[src/rtl/alu_share_arbiter.sv]
`default_nettype none
// ============================================================================
// Module   : alu_share_arbiter
// Brief    : Round-robin arbiter/sequencer sharing one add/sub datapath
//            between two valid/ready requesters; one operation in flight.
// Revision : 1.0 - initial release
// ============================================================================
module alu_share_arbiter #(
    parameter int WIDTH      = 8,
    parameter int DP_LATENCY = 1
) (
    input  logic             clk,
    input  logic             reset_l,
    input  logic             req0_valid,
    output logic             req0_ready,
    input  logic             req0_op,
    input  logic [WIDTH-1:0] req0_a,
    input  logic [WIDTH-1:0] req0_b,
    input  logic             req1_valid,
    output logic             req1_ready,
    input  logic             req1_op,
    input  logic [WIDTH-1:0] req1_a,
    input  logic [WIDTH-1:0] req1_b,
    output logic [WIDTH-1:0] dp_a,
    output logic [WIDTH-1:0] dp_b,
    output logic             dp_sel,
    input  logic [WIDTH-1:0] dp_result,
    output logic             rsp_valid,
    input  logic             rsp_ready,
    output logic             rsp_id,
    output logic [WIDTH-1:0] rsp_data,
    output logic             busy
);

    localparam int c_CNT_W = 4;

    typedef enum logic [1:0] {
        S_IDLE = 2'd0,
        S_BUSY = 2'd1,
        S_RESP = 2'd2
    } state_t;

    state_t             r_state;
    state_t             w_state_nxt;
    logic               r_last_grant;
    logic               r_id;
    logic [c_CNT_W-1:0] r_cnt;
    logic [WIDTH-1:0]   r_dp_a;
    logic [WIDTH-1:0]   r_dp_b;
    logic               r_dp_sel;
    logic               r_rsp_valid;
    logic               r_rsp_id;
    logic [WIDTH-1:0]   r_rsp_data;

    logic               w_take;
    logic               w_grant_id;
    logic               w_done;

    // Grant goes to the only valid requester, or to the one not served last.
    always_comb begin
        w_take     = (r_state == S_IDLE) && (req0_valid || req1_valid);
        w_grant_id = (req0_valid && req1_valid) ? ~r_last_grant : req1_valid;
        w_done     = (r_state == S_BUSY) && (r_cnt == c_CNT_W'(1));
    end

    // Ready is masked by reset so nothing is offered while the block is held.
    assign req0_ready = reset_l && w_take && !w_grant_id;
    assign req1_ready = reset_l && w_take &&  w_grant_id;

    always_ff @(posedge clk or negedge reset_l) begin
        if (!reset_l) begin
            r_state <= S_IDLE;
        end else begin
            r_state <= w_state_nxt;
        end
    end

    always_comb begin
        w_state_nxt = r_state;
        case (r_state)
            S_IDLE:  if (w_take)    w_state_nxt = S_BUSY;
            S_BUSY:  if (w_done)    w_state_nxt = S_RESP;
            S_RESP:  if (rsp_ready) w_state_nxt = S_IDLE;
            default:                w_state_nxt = S_IDLE;
        endcase
    end

    always_ff @(posedge clk or negedge reset_l) begin
        if (!reset_l) begin
            r_last_grant <= 1'b1;
            r_id         <= 1'b0;
            r_cnt        <= '0;
            r_dp_a       <= '0;
            r_dp_b       <= '0;
            r_dp_sel     <= 1'b0;
            r_rsp_valid  <= 1'b0;
            r_rsp_id     <= 1'b0;
            r_rsp_data   <= '0;
        end else begin
            case (r_state)
                S_IDLE: begin
                    if (w_take) begin
                        r_id         <= w_grant_id;
                        r_last_grant <= w_grant_id;
                        r_cnt        <= c_CNT_W'(DP_LATENCY);
                        r_dp_sel     <= w_grant_id ? req1_op : req0_op;
                        r_dp_a       <= w_grant_id ? req1_a  : req0_a;
                        r_dp_b       <= w_grant_id ? req1_b  : req0_b;
                    end
                end
                S_BUSY: begin
                    r_cnt <= r_cnt - c_CNT_W'(1);
                    if (w_done) begin
                        r_rsp_data  <= dp_result;
                        r_rsp_id    <= r_id;
                        r_rsp_valid <= 1'b1;
                    end
                end
                S_RESP: begin
                    if (rsp_ready) begin
                        r_rsp_valid <= 1'b0;
                    end
                end
                default: begin
                    r_rsp_valid <= 1'b0;
                end
            endcase
        end
    end

    assign dp_a      = r_dp_a;
    assign dp_b      = r_dp_b;
    assign dp_sel    = r_dp_sel;
    assign rsp_valid = r_rsp_valid;
    assign rsp_id    = r_rsp_id;
    assign rsp_data  = r_rsp_data;
    assign busy      = (r_state != S_IDLE);

endmodule
`default_nettype wire

[config.mk]
export PLATFORM = sky130hd
export DESIGN_NAME = alu_share_arbiter
export DESIGN_NICKNAME = d
export VERILOG_FILES = /design/src/rtl/alu_share_arbiter.sv
export SDC_FILE = /design/constraint.sdc
export NUM_CORES = 1
export LEC_CHECK = 0
export CAP_MARGIN = 10
export CELL_PAD_IN_SITES_DETAIL_PLACEMENT = 1
export CELL_PAD_IN_SITES_GLOBAL_PLACEMENT = 2
export CORE_MARGIN = 1.5
export CORE_UTILIZATION = 24
export CTS_CLUSTER_SIZE = 12
export DETAILED_ROUTE_END_ITERATION = 7
export GPL_ROUTABILITY_DRIVEN = 0
export PLACE_DENSITY = 0.78
export SETUP_SLACK_MARGIN = 0.02
export SYNTH_ARGS = -nofsm -noshare
export SYNTH_HDL_FRONTEND = slang
export SYNTH_SLANG_ARGS = --single-unit
export TNS_END_PERCENT = 100
[constraint.sdc]
create_clock -name clk -period 1.4 [get_ports clk]
set_input_delay 0.28 -clock clk [delete_from_list [all_inputs] [get_ports clk]]
set_output_delay 0.28 -clock clk [all_outputs]
set_load 0.005 [all_outputs]
* Yosys cells after proc, flatten, opt, wreduce, memory -nomap -nowiden
Cells that the tools add are included.
** Cells by class
- Bitwise logic cells :: 2
- Add/sub/neg operators :: 1
- Equal/unequal tests :: 6
- Multiplexer cells :: 13
- Reduce and logical (&&, ||, !) cells :: 16
** Operators with widths (number)
- $mux W8 :: 2
- $pmux W4 S2 :: 1
- $logic_and A1 B1 Y1 :: 6
- $mux W2 :: 3
- $ne A2 B2 Y1 const B :: 3
- $pmux W2 S3 :: 1
- $reduce_and A2 Y1 :: 3
- $reduce_and A3 Y1 :: 2
- $eq A4 B1 Y1 const B :: 1
- $mux W1 :: 4
- $mux W4 :: 1
- $reduce_bool A2 Y1 :: 2
- $sub A4 B1 Y4 const B :: 1
- $pmux W1 S3 :: 1
- $eq A2 B1 Y1 const B :: 1
- $eq A2 B2 Y1 const B :: 1
- $logic_not A2 Y1 :: 1
- $not A1 Y1 :: 2
- $logic_not A1 Y1 :: 1
- $logic_or A1 B1 Y1 :: 1
** Word-level totals
- Register bits after elaboration :: 35
- Input bits :: 47
- Output and inout port bits :: 30
- Logic and storage cells :: 48

* Depth between registers and ports, before layout
Gate-level depths: netlist (run 1).
- Depth in word-level cells :: 4
- Depth in mapped cells :: 6
- Gate-level depth less buffers :: 5

* Worst setup path before layout (run 1)
No wires, ideal clock.
- Kind :: flip-flop to flip-flop
- Start point :: reg r_last_grant
- End point :: reg r_dp_a[0], in the netlist dp_a[0]
- Setup time :: 0.125 ns
- Arrival :: 1.352 ns
- Buffers on the path :: 1
- Cell stages (with the launch flop) :: 5
- Path slack :: -0.077 ns
- Path through :: dfstp_2 -> a21bo_4 -> buf_6 -> mux2_4 -> mux2_4
** On the way
- Cells in the longest elaborated chain, start to end :: 3
** RTL lines
- from (decl) :: RTL line 45 : logic r_last_grant;
- from (signal assigned) :: RTL line 104 : r_last_grant <= w_grant_id;
- $not A1 Y1 :: RTL line 62 : w_grant_id = (req0_valid && req1_valid) ? ~r_last_grant : req1_valid;
- $mux W1 :: RTL line 62
- $mux W8 :: RTL line 107 : r_dp_a <= w_grant_id ? req1_a : req0_a;
- to (signal assigned) :: RTL line 107
- to (decl) :: RTL line 48 : logic [WIDTH-1:0] r_dp_a;
Every way passes these cells.
A chain may end at the register's enable or synchronous reset.

* Final worst setup path (run 1)
- Start point :: reg r_state[0]
- End point :: out req0_ready
** On the way
- Cells in the longest elaborated chain, start to end :: 4
** RTL lines
- from (decl) :: RTL line 43 : state_t r_state;
- from (signal assigned) :: RTL line 74 : r_state <= w_state_nxt;
- $logic_not A2 Y1 :: RTL line 61 : w_take = (r_state == S_IDLE) && (req0_valid || req1_valid);
- $logic_and A1 B1 Y1 :: RTL line 61
- $logic_and A1 B1 Y1 (2 in series) :: RTL line 67 : assign req0_ready = reset_l && w_take && !w_grant_id;
- to (decl) :: RTL line 15 : output logic req0_ready,
Every way passes these cells.

==> results.md, run 1 <==
- The run finished, with violations left.
- The checks that failed: setup timing.
- The synthesized design spends more area on one cell type than any other, namely sky130_fd_sc_hd__dfrtp_1.
- The number of buffer and inverter stages on the critical path is 1.
- Summed over all layers, the global routing overflow is 0.
- TritonCTS built the clock tree.
- Global routing consumed, over all layers together, 11.7% of the routing resources.
- At the pin with the least slew margin, the transition time is ~430 ps.
- After detailed routing, the total wire length is 4.45 mm.
- The first detailed-routing pass ran for 4 iterations.
- The filler-free cell count of the finished design is 321.
- The arrival time of data at the critical path endpoint is approximately 1300 ps.
- By area the synthesized netlist is led by sky130_fd_sc_hd__dfrtp_1 48%, sky130_fd_sc_hd__mux2_4 29%, sky130_fd_sc_hd__mux2_2 5.8%, sky130_fd_sc_hd__dfstp_2 1.5%, sky130_fd_sc_hd__ha_1 1.4%.
- The number of nets in the synthesized netlist is about 170.
- For this run, the register share of the synthesized area comes to 49.8%.
- The number of setup violations in the final report is 29.
- The post-synthesis cell count is between 100 and 150.
- Walking the worst path, the cells encountered are nor2_4, o21a_1, and3_4, buf_6.
- After clock tree synthesis, the clock-pin slew on the worst setup and hold paths is 80 ps.
- The fraction of synthesized cell area in xor and xnor cells is less than 1%.
- The total half-perimeter wirelength after legalization and detailed placement is about 3.1 mm.
- The number of diodes is 0.
- Row generation in the floorplan step produced 31 rows.
- The nature of the critical path endpoint is a primary output.
- The vertical die dimension is 88.6 um.
- The worst-case IR drop observed on VDD is roughly 0.00060 V.
- For flop-to-flop paths, the worst setup slack is -190 ps.
- The layout overhead on the synthesized area is 69.1%.
- The count of different cell masters after synthesis is 28.
- The worst register-to-register path ends at dp_b[3]$_DFFE_PN0P_.
- The final count of pins violating max slew is 0.
- The first global-routing pass estimated around 7 mm of wire.
- The share of post-route cells with drive strength above 1 is 40.1%.
- Timing would allow up to roughly 620 MHz.
- The final worst-path cycle share is 115%.
- The tree is rooted in a sky130_fd_sc_hd__clkbuf_8.
- The die covers between 7000 and 8000 um^2.
- Headroom to the max-slew limit came out at a little under three quarters.
- The highest net fanout along the worst path is 3.
- At the later pin of the worst-skew pair, clock insertion delay measures roughly 290 ps.
- The mux cell area share after synthesis is 34.8%.
- The die outline width is about 89 um.
- The violation count after the first detailed-route iteration is 25.
- After synthesis, the largest family of logic cells by area is multiplexers.
- For this design, the sink count on the clock tree is 35.
- Among cell families on the critical path, the largest total delay comes from flip-flops.
- The synthesized design contains 0 enable-type register cells.
- Summing every instance area after synthesis gives about 1800 um^2.
- The number of global-route vias before repair came to 1436.
- The number of antenna violations at the first check in global routing is 0.
- The cell type of the slowest stage on the worst timing path is sky130_fd_sc_hd__dfrtp_1.
- The analysis attributes to cell leakage a power of approximately 1.4 nW.
- Summing the areas of all fa, ha and maj instances in the mapped netlist gives around 1.4% of the synthesized area.
- Summed over its instances, the top area cell type makes up 48.3% of the synthesized netlist area.
- The routed layout has 1347 vias.
- Input and output buffers added on the ports amount to between 70 and 80.
- The count of maximum capacitance violations is 0.
- Dividing total power by cell area gives a power density of a little under 2000 nW/um^2.
- After the last flow step, the layout net total stands at 270.
- The number of cells after detailed placement is approximately 300.
- The count of nets left with antenna violations once routing finished came out at 0.
- The count of yosys warnings during synthesis is 0.
- The worst reg2reg path startpoint is r_last_grant$_DFFE_PN1P_.
- The H-tree was split into 2 levels.
- Summing the areas of all and, or, nand and nor instances in the mapped netlist gives around 4.2% of the synthesized area.
- The critical path is of the flip-flop to primary output type.
- The post-detailed-route wirelength per cell is 13.8 um.
- The total count of hold-check failures in the final report is 0.
- Of all flip-flops after synthesis, the portion carrying an async set or reset was 100%.
- The critical path startpoint category is a flip-flop.
- The primary flip-flop cell chosen by synthesis mapping is sky130_fd_sc_hd__dfrtp_1.
- The final critical-path required period is about 1600 ps.
- The commonest cells after synthesis are 34 x sky130_fd_sc_hd__dfrtp_1, 34 x sky130_fd_sc_hd__mux2_4, 9 x sky130_fd_sc_hd__mux2_2.
- The synthesized area per cell is between 10 and 15 um^2.
- Setup repair after global routing could not meet its margin everywhere.
- Pin placement for this block handled just under 80 I/O pins.
- At the placement stage, the worst setup path has a slack of -695 ps.
- For this run, the slowest stage of the critical path takes about 420 ps.
- The final worst clock skew is between 10 and 15 ps.
- In the routed design, unresolved DRC markers number 0.
- The worst path required time is ~1100 ps.
- The initial cell density of the core is around 25%.
- The fraction of the core area covered by cells at the end of the flow is between 40 and 50%.
- After detailed routing, the number of vias per cell comes to approximately 4.2.
- The complex-gate fraction of the synthesized area is slightly above 5%.
- The placeable core region is around 7000 um^2.
- In this run, synthesis produced a sequential element count of 35.
- Buffers inserted during clock tree synthesis total 5.
- Once routing completed, OpenROAD measured the worst setup slack at -211 ps.
- The number of cell instances on the worst register-to-register path is 4.
- The maximum number of pins on one net before global-route repair is 29.
- The worst hold path belongs to the class input pin to asynchronous set/reset pin.
- The clock passes through at most 2 buffers.
[routing by layer]
layer	routed length [um]	part of all wire [%]	global-route usage (%)	vias to the layer above
li1	-	-	-	619
met1	1790	40	12.7	671
met2	2300	52	20.7	51
met3	286	6.4	4.48	6
met4	68	1.5	3.98	0
met5	0	0	0	-
[metrics by stage]
stage	setup TNS [ps]	hold WS, ps	cell area, um^2	total power [mW]
3_3_place_gp	-12810	287	2720	4.65
6_report	-4250	67.3	2980	5.85
2_1_floorplan	-1150	-15.6	1780	3.29
5_1_grt	-5390	102	2980	6.26
3_5_place_dp	-13910	282	2720	4.73
4_1_cts	-3720	80.0	2910	5.74
[where the power goes]
part	switching (mW)	internal (mW)	total, mW	leakage (nW)
registers	0.296	1.53	1.83	0.415
logic	1.07	1.98	3.04	0.929
clock network	0.393	0.586	0.979	0.0618
[state kept, by name, indices dropped and copies added, names as in the netlist, 2 cells and up]
name      cells
dp_a          8
r_cnt         4
rsp_data      8
r_state       2
dp_b          8
[area by class of cell]
cell class	instances	area, um^2
multi-input combinational	74	885
timing repair buffer	99	945
sequential	35	877
inverter	6	25.0
clock buffer	6	82.6
fill	759	4200
clock inverter	2	38.8
tap	99	124
[placed cells by master (no fill, tap or decap), types with 2 or more instances in the layout]
cell type | Yosys | layout
sky130_fd_sc_hd__xor2_1 | 2 | 2
sky130_fd_sc_hd__mux2_4 | 34 | 35
sky130_fd_sc_hd__buf_12 | 0 | 2
sky130_fd_sc_hd__inv_1 | 6 | 4
sky130_fd_sc_hd__buf_6 | 2 | 4
sky130_fd_sc_hd__clkdlybuf4s50_1 | 0 | 43
sky130_fd_sc_hd__nand2_1 | 4 | 3
sky130_fd_sc_hd__buf_4 | 2 | 17
sky130_fd_sc_hd__dfrtp_1 | 34 | 34
sky130_fd_sc_hd__mux2_2 | 9 | 8
sky130_fd_sc_hd__dlygate4sd2_1 | 0 | 29
sky130_fd_sc_hd__a21oi_1 | 2 | 2
sky130_fd_sc_hd__clkbuf_8 | 0 | 6
sky130_fd_sc_hd__o21ai_0 | 2 | 2
sky130_fd_sc_hd__nor2_1 | 4 | 3
sky130_fd_sc_hd__buf_2 | 1 | 2
[kinds of logic (layout without fill, tap and decap cells)]
logic type | count (synthesis) | count (layout)
AO/OA/AOI/OAI | 12 | 12
XOR/XNOR | 2 | 2
flip-flops | 35 | 35
AND/OR/NAND/NOR | 15 | 15
buffers and inverters | 11 | 113
multiplexers | 43 | 43
adder cells (fa/ha/maj) | 2 | 2
[worst max-delay path by stage]
stage / depth (start not counted) / slack (ps) / endpoint / from
after floorplan: 4 / -70 / dp_a[6]$_DFFE_PN0P_ / r_last_grant$_DFFE_PN1P_
after global placement: 5 / -640 / dp_a[3]$_DFFE_PN0P_ / req0_valid
after detailed placement: 5 / -700 / dp_b[3]$_DFFE_PN0P_ / req0_valid
after CTS: 4 / -200 / req0_ready / r_state[1]$_DFFE_PN0P_
after global routing: 4 / -250 / req0_ready / r_state[0]$_DFFE_PN0P_
final: 4 / -210 / req0_ready / r_state[0]$_DFFE_PN0P_
[timing repair]
| action | CTS | global route |
|---|---|---|
| endpoints found under the setup margin | 56 | 31 |
| buffers inserted | 6 | 3 |
| hold endpoints to repair | 7 | 0 |
| resized for setup | 55 | 9 |
| pin swaps | 2 | 4 |
| cloned | 1 | 0 |
| hold buffers | 1 | 0 |
(Power assumes the default switching activity.)
==> inputs of run 2 (changes only) <==
--- a/config.mk
+++ b/config.mk
@@ -10,7 +10,7 @@
 export CELL_PAD_IN_SITES_GLOBAL_PLACEMENT = 2
 export CORE_MARGIN = 1.5
 export CORE_UTILIZATION = 24
-export CTS_CLUSTER_SIZE = 12
+export CTS_CLUSTER_SIZE = 28
 export DETAILED_ROUTE_END_ITERATION = 7
 export GPL_ROUTABILITY_DRIVEN = 0
 export PLACE_DENSITY = 0.78
==> results of run 2 <==
Final layout, timing and power as in run 1 (identical DEF).
